**config.mk**
```make
export PLATFORM = sky130hd
export DESIGN_NAME = palette_ram_arbiter
export DESIGN_NICKNAME = d
export VERILOG_FILES = /design/src/rtl/palette_arb_pkg.sv /design/src/rtl/palette_wr_fifo.sv /design/src/rtl/palette_ram_arbiter.sv
export SDC_FILE = /design/constraint.sdc
export NUM_CORES = 1
export LEC_CHECK = 0
export BUFFER_PORTS_ARGS = -buffer_cell sky130_fd_sc_hd__buf_2
export CORE_ASPECT_RATIO = 0.9
export CORE_UTILIZATION = 59
export CTS_CLUSTER_DIAMETER = 150
export DETAILED_ROUTE_END_ITERATION = 10
export PLACE_DENSITY_LB_ADDON = 0.3
export SETUP_SLACK_MARGIN = 0.1
export SLEW_MARGIN = 0
export SYNTH_ARGS = -nofsm -noshare
export SYNTH_HDL_FRONTEND = slang
export SYNTH_SLANG_ARGS = --single-unit
```
**constraint.sdc**
```tcl
create_clock -name clk -period 4.6 [get_ports clk]
set_clock_uncertainty 0.2 [all_clocks]
set_input_delay 0.92 -clock clk [delete_from_list [all_inputs] [get_ports clk]]
set_output_delay 0.92 -clock clk [all_outputs]
set_load 0.05 [all_outputs]
```
**src/rtl/palette_arb_pkg.sv**
```systemverilog
// Shared types and default sizing for the palette RAM arbiter and its write buffer.
package palette_arb_pkg;

  localparam int ADDR_W_DEFAULT     = 8;
  localparam int DATA_W_DEFAULT     = 8;
  localparam int FIFO_DEPTH_DEFAULT = 4;

  typedef enum logic [1:0] {
    IDLE,
    DRAIN,
    RD_ISSUE,
    RD_WAIT
  } arb_state_e;

  typedef struct packed {
    logic [ADDR_W_DEFAULT-1:0] addr;
    logic [DATA_W_DEFAULT-1:0] data;
  } wr_entry_t;

endpackage

```
**src/rtl/palette_wr_fifo.sv**
```systemverilog
// Small synchronous FIFO buffering CPU palette writes until the next blanking interval.
module palette_wr_fifo #(
  parameter int WIDTH = 16,
  parameter int DEPTH = 4,
  localparam int PTR_W = $clog2(DEPTH),
  localparam int CNT_W = PTR_W + 1
) (
  input  logic             clk,
  input  logic             rst,
  input  logic             push,
  input  logic             pop,
  input  logic [WIDTH-1:0] din,
  output logic [WIDTH-1:0] head,
  output logic             full,
  output logic             empty,
  output logic [CNT_W-1:0] count
);

  logic [WIDTH-1:0] mem [DEPTH];
  logic [PTR_W-1:0] wr_ptr;
  logic [PTR_W-1:0] rd_ptr;
  logic             do_push;
  logic             do_pop;

  assign do_push = push & ~full;
  assign do_pop  = pop & ~empty;
  assign full    = (count == CNT_W'(DEPTH));
  assign empty   = (count == '0);
  assign head    = mem[rd_ptr];

  // NOTE: storage is deliberately not reset; count gates every use, so stale entries are never observed.
  always_ff @(posedge clk) begin
    if (do_push) mem[wr_ptr] <= din;
  end

  // NOTE: sequential state uses non-blocking assignments so every flop samples pre-edge values.
  always_ff @(posedge clk or posedge rst) begin
    if (rst) begin
      wr_ptr <= '0;
      rd_ptr <= '0;
      count  <= '0;
    end else begin
      if (do_push) wr_ptr <= wr_ptr + PTR_W'(1);
      if (do_pop)  rd_ptr <= rd_ptr + PTR_W'(1);
      case ({do_push, do_pop})
        2'b10:   count <= count + CNT_W'(1);
        2'b01:   count <= count - CNT_W'(1);
        default: count <= count;
      endcase
    end
  end

endmodule

```
**src/rtl/palette_ram_arbiter.sv**
```systemverilog
// Shares the single-port palette RAM between video lookups (active display) and
// buffered CPU writes / coherent CPU reads (blanking only).
module palette_ram_arbiter
  import palette_arb_pkg::*;
#(
  parameter int ADDR_W     = ADDR_W_DEFAULT,
  parameter int DATA_W     = DATA_W_DEFAULT,
  parameter int FIFO_DEPTH = FIFO_DEPTH_DEFAULT
) (
  input  logic              clk,
  input  logic              rst,
  input  logic              blank,
  input  logic [ADDR_W-1:0] vid_addr,
  output logic [DATA_W-1:0] vid_data,
  output logic              vid_valid,
  input  logic              cpu_wr_req,
  output logic              cpu_wr_ack,
  input  logic              cpu_rd_req,
  output logic              cpu_rd_ack,
  input  logic [ADDR_W-1:0] cpu_addr,
  input  logic [DATA_W-1:0] cpu_wdata,
  output logic [DATA_W-1:0] cpu_rdata,
  output logic              fifo_full,
  output logic [ADDR_W-1:0] ram_addr,
  output logic              ram_we,
  output logic [DATA_W-1:0] ram_wdata,
  input  logic [DATA_W-1:0] ram_rdata
);

  localparam int CNT_W = $clog2(FIFO_DEPTH) + 1;

  typedef struct packed {
    logic [ADDR_W-1:0] addr;
    logic [DATA_W-1:0] data;
  } entry_t;

  arb_state_e        state;
  entry_t            push_entry;
  entry_t            head;
  logic              fifo_empty;
  logic [CNT_W-1:0]  fifo_count;
  logic              push;
  logic              pop;
  logic              wr_ack_q;
  logic              rd_pending;
  logic              rd_ack_q;
  logic              vid_valid_q;
  logic [DATA_W-1:0] rdata_q;

  // A held request is accepted once; an outstanding read blocks writes so it cannot be overtaken.
  assign push       = cpu_wr_req & ~fifo_full & ~rd_pending & ~wr_ack_q;
  assign pop        = (state == DRAIN) & blank & ~fifo_empty;
  assign push_entry = '{addr: cpu_addr, data: cpu_wdata};

  palette_wr_fifo #(
    .WIDTH($bits(entry_t)),
    .DEPTH(FIFO_DEPTH)
  ) u_wr_fifo (
    .clk  (clk),
    .rst  (rst),
    .push (push),
    .pop  (pop),
    .din  (push_entry),
    .head (head),
    .full (fifo_full),
    .empty(fifo_empty),
    .count(fifo_count)
  );

  always_ff @(posedge clk or posedge rst) begin
    if (rst) begin
      state       <= IDLE;
      wr_ack_q    <= 1'b0;
      rd_pending  <= 1'b0;
      rd_ack_q    <= 1'b0;
      vid_valid_q <= 1'b0;
      rdata_q     <= '0;
    end else begin
      wr_ack_q    <= push;
      rd_pending  <= cpu_rd_req & ~rd_ack_q;
      vid_valid_q <= ~blank;
      rd_ack_q    <= 1'b0;
      unique case (state)
        IDLE: begin
          // Buffered (or just-accepted) writes always retire before any read issues.
          if (blank && (!fifo_empty || push)) state <= DRAIN;
          else if (blank && cpu_rd_req)       state <= RD_ISSUE;
        end
        DRAIN: begin
          if (!blank || fifo_empty || (fifo_count == CNT_W'(1) && !push)) state <= IDLE;
        end
        RD_ISSUE: begin
          if (blank) begin
            state    <= RD_WAIT;
            rd_ack_q <= 1'b1;
          end else begin
            state <= IDLE;
          end
        end
        RD_WAIT: begin
          rdata_q <= ram_rdata;
          state   <= IDLE;
        end
      endcase
    end
  end

  // NOTE: every output of this block gets a default first so no path infers a latch.
  always_comb begin
    ram_addr = vid_addr;
    ram_we   = 1'b0;
    if (blank) begin
      if (state == DRAIN) begin
        ram_addr = head.addr;
        ram_we   = ~fifo_empty;
      end else if (state == RD_ISSUE) begin
        ram_addr = cpu_addr;
      end
    end
  end

  assign ram_wdata  = head.data;
  assign cpu_wr_ack = push;
  assign cpu_rd_ack = rd_ack_q;
  // The RAM returns read data in the ack cycle itself, so bypass the holding register then.
  assign cpu_rdata  = rd_ack_q ? ram_rdata : rdata_q;
  assign vid_valid  = vid_valid_q;
  assign vid_data   = vid_valid_q ? ram_rdata : '0;

endmodule

```
==> impl_metrics.env <==
export IMPL_chipWidth_um=86.23
export IMPL_holdPathEnd="rdata_q[7]"
export IMPL_syn_nets=265
export IMPL_relSlewSlack=0.2739
export IMPL_ys_flop_type="edfxtp_1"
export IMPL_die_height_um=77.81
export IMPL_track_usage=0.2145
export IMPL_grt_overflow_total=0
export IMPL_multi_input_area_mm2=0.001211
export IMPL_cp_max_fo=18
export IMPL_path_clk_slew_ps=80
export IMPL_fillCellCount=424
export IMPL_grt_pass1_vias=2049
export IMPL_cts_resized=0
export IMPL_route_vias_total=2075
export IMPL_rows=27
export IMPL_reg2reg_setup_slack_ps=2190
export IMPL_final_antenna_net_count=0
export IMPL_diodes=0
export IMPL_reg2reg_depth=5
export IMPL_drt_wirelength_per_cell_um=16.87
export IMPL_numCtsBuffers=9
export IMPL_powerDensity_mw_per_mm2=615.4
export IMPL_die_area_mm2=0.006709
export IMPL_ys_ff_latch=85
export IMPL_io_pins=74
export IMPL_power_leakage_nw=1.682
export IMPL_setup_violations=0
export IMPL_min_period_over_period=0.7757
export IMPL_ys_async_sr_fraction=0.2471
export IMPL_cts_max_path_buffers=2
export IMPL_synth_top_cell_by_area="edfxtp_1"
export IMPL_status="finished, final reports clean"
export IMPL_fin_crit_ps=3568
export IMPL_htree_levels=3
export IMPL_crit_chain="mux4_2 > nor2_2 > a211oi_2 > buf_2"
export IMPL_firstDrtPassIters=4
export IMPL_endpoint_kind="output port"
export IMPL_ys_types=37
export IMPL_rsz0062_at_grt="false"
export IMPL_max_freq_mhz=280.3
export IMPL_cts_sinks=85
export IMPL_p_total_mw=2.666
export IMPL_yosys_top_cells_area="edfxtp_1, dfrtp_1, mux4_2"
export IMPL_gp_congestion=0.7238
export IMPL_nNetsFinal=339
export IMPL_synthCells=219
export IMPL_synth_edf_count=64
export IMPL_initial_utilization=0.6127
export IMPL_peakVddDrop_mv=0.3850
export IMPL_clkLatencyLatePin_ps=340
export IMPL_numPortBuffers=73
export IMPL_drive_above_1_share=0.4765
export IMPL_core_area_mm2=0.006148
export IMPL_tns_ps=0
export IMPL_worstHoldPathType="reg2reg"
export IMPL_syn_area_mm2=0.003767
export IMPL_hp_start="rdata_q[7]"
export IMPL_holdPathStages=1
export IMPL_drc=0
export IMPL_grt_max_degree=22
export IMPL_ff_latch_area_mm2=0.002447
export IMPL_arrival_ps=2450
export IMPL_hold_viol=0
export IMPL_synthToLayoutAreaGrowth_pct=15.01
export IMPL_start_kind="flop"
export IMPL_antenna_found_initial=0
export IMPL_cts_tree="yes"
export IMPL_ys_seq_area_frac=0.6496
export IMPL_required_ps=3480
export IMPL_tightestPinTransition_ps=1089
export IMPL_dpl_hpwl_um=4293
export IMPL_hold_buffers=0
export IMPL_reg2reg_to="u_wr_fifo.mem[2][10]"
export IMPL_postCtsSetupRepairBufs=0
export IMPL_r2r_start="u_wr_fifo.count[0]"
export IMPL_drt_wl_total_um=6495
export IMPL_maxCapViolations=0
export IMPL_avgViaCountPerCell=5.390
export IMPL_synth_area_per_cell_um2=17.20
export IMPL_maxSlewViolCount=0
export IMPL_grt_pass1_wl_um=10480
export IMPL_synth_warnings=0
export IMPL_yosysTopAreaCellShare=0.5101
export IMPL_cts_root_buf="clkbuf_8"
export IMPL_slowest_stage="dfrtp_1"
export IMPL_crit_type="reg2out"
export IMPL_drt_initial_drc_count=118
export IMPL_cpPeakStageDelay_ps=1070
[worst max path at each step]
stage	to	slack, ps	from
6_report	ram_addr[4]	1030	u_wr_fifo.rd_ptr[0]
5_1_grt	ram_addr[4]	840	u_wr_fifo.rd_ptr[0]
4_1_cts	ram_addr[5]	940	u_wr_fifo.rd_ptr[0]
3_5_place_dp	ram_addr[5]	1330	u_wr_fifo.rd_ptr[0]
3_3_place_gp	ram_addr[4]	1370	u_wr_fifo.rd_ptr[0]
2_1_floorplan	ram_addr[6]	1440	blank
[sequential cells by signal, summed over array words and instances, names as in the netlist]
| signal | cells |
|---|---|
| state | 2 |
| rd_pending | 1 |
| u_wr_fifo.rd_ptr | 2 |
| vid_valid | 1 |
| u_wr_fifo.count | 3 |
| u_wr_fifo.mem | 64 |
| wr_ack_q | 1 |
| rdata_q | 8 |
| u_wr_fifo.wr_ptr | 2 |
| cpu_rd_ack | 1 |
[cell usage in the layout (no fill, tap or decap), types with 2 or more instances in the layout]
| master | Yosys | routed |
|---|---|---|
| mux4_2 | 16 | 16 |
| ha_1 | 9 | 9 |
| edfxtp_1 | 64 | 64 |
| and2_1 | 13 | 13 |
| xor2_1 | 3 | 3 |
| nor2_1 | 11 | 11 |
| inv_6 | 0 | 2 |
| a21oi_1 | 8 | 8 |
| xnor2_1 | 3 | 3 |
| clkbuf_8 | 0 | 9 |
| nor2b_1 | 2 | 2 |
| o21ai_0 | 2 | 2 |
| inv_1 | 7 | 7 |
| nand2_1 | 2 | 2 |
| dfrtp_1 | 21 | 21 |
| nor2_2 | 8 | 8 |
| mux2_4 | 2 | 2 |
| clkinvlp_4 | 0 | 2 |
| a211oi_2 | 8 | 8 |
| buf_2 | 3 | 73 |
| mux2_2 | 14 | 14 |
[cell type report]
cell class,instances,area share
sequential,85,0.5648
multi-input combinational,117,0.2795
timing repair buffer,73,0.08432
clock buffer,9,0.02859
tap,87,0.02512
clock inverter,7,0.01155
inverter,7,0.006064
[kinds of logic (layout without fill, tap and decap cells)]
logic type                 Yosys count  in the layout  synth area share
AOI/OAI and AO/OA                   22             22           0.04783
xor gates and xnor gates             6              6           0.01395
adders and majority gates            9              9           0.02989
buffers and inverters               17             96           0.02889
DFF                                 85             85            0.6496
muxes                               34             34            0.1511
and+or+nand+nor                     46             46           0.07872
[through the flow]
stage	util	cell area, um^2	setup WS (ps)	hold WS (ps)	cells
after floorplan	-	3767	1438	275.1	219
after global placement	0.6764	4159	1365	283.5	369
after detailed placement	0.6764	4159	1326	293.7	369
after CTS	0.7047	4333	940.9	313.4	385
after global routing	0.7047	4333	841.1	324.4	385
final	0.7047	4333	1032	308.9	385
[synthesized netlist by cell type, types with 2 or more instances]
cell,instances
nor2_1,11
edfxtp_1,64
xnor2_1,3
o21ai_0,2
mux2_2,14
nand2_1,2
a211oi_2,8
buf_2,3
buf_6,5
ha_1,9
nor2b_1,2
dfrtp_1,21
inv_1,7
xor2_1,3
nor2_2,8
mux4_2,16
and2_1,13
mux2_4,2
a21oi_1,8
[worst max-delay path, delay by kind of cell, from the launching register on]
family,cells,cell delay (ps)
mux,1,620
flops,1,1070
buf+inv,1,240
simple gates,1,130
compound gates,1,60
[power by group]
part	leakage [nW]	total [mW]	internal [mW]	switching (mW)
logic	0.767	1.09	0.400	0.689
registers	0.832	1.12	0.959	0.157
clock network	0.0837	0.462	0.198	0.264
[per-layer routing]
layer | track usage | wire, um | up-vias
li1 | - | - | 976
met2 | 0.3413 | 3230 | 61
met1 | 0.2908 | 2874 | 1030
met3 | 0.06489 | 313 | 8
met4 | 0.05667 | 76 | 0
met5 | 0 | 0 | -
No activity file was read; power rests on OpenSTA's default activity.
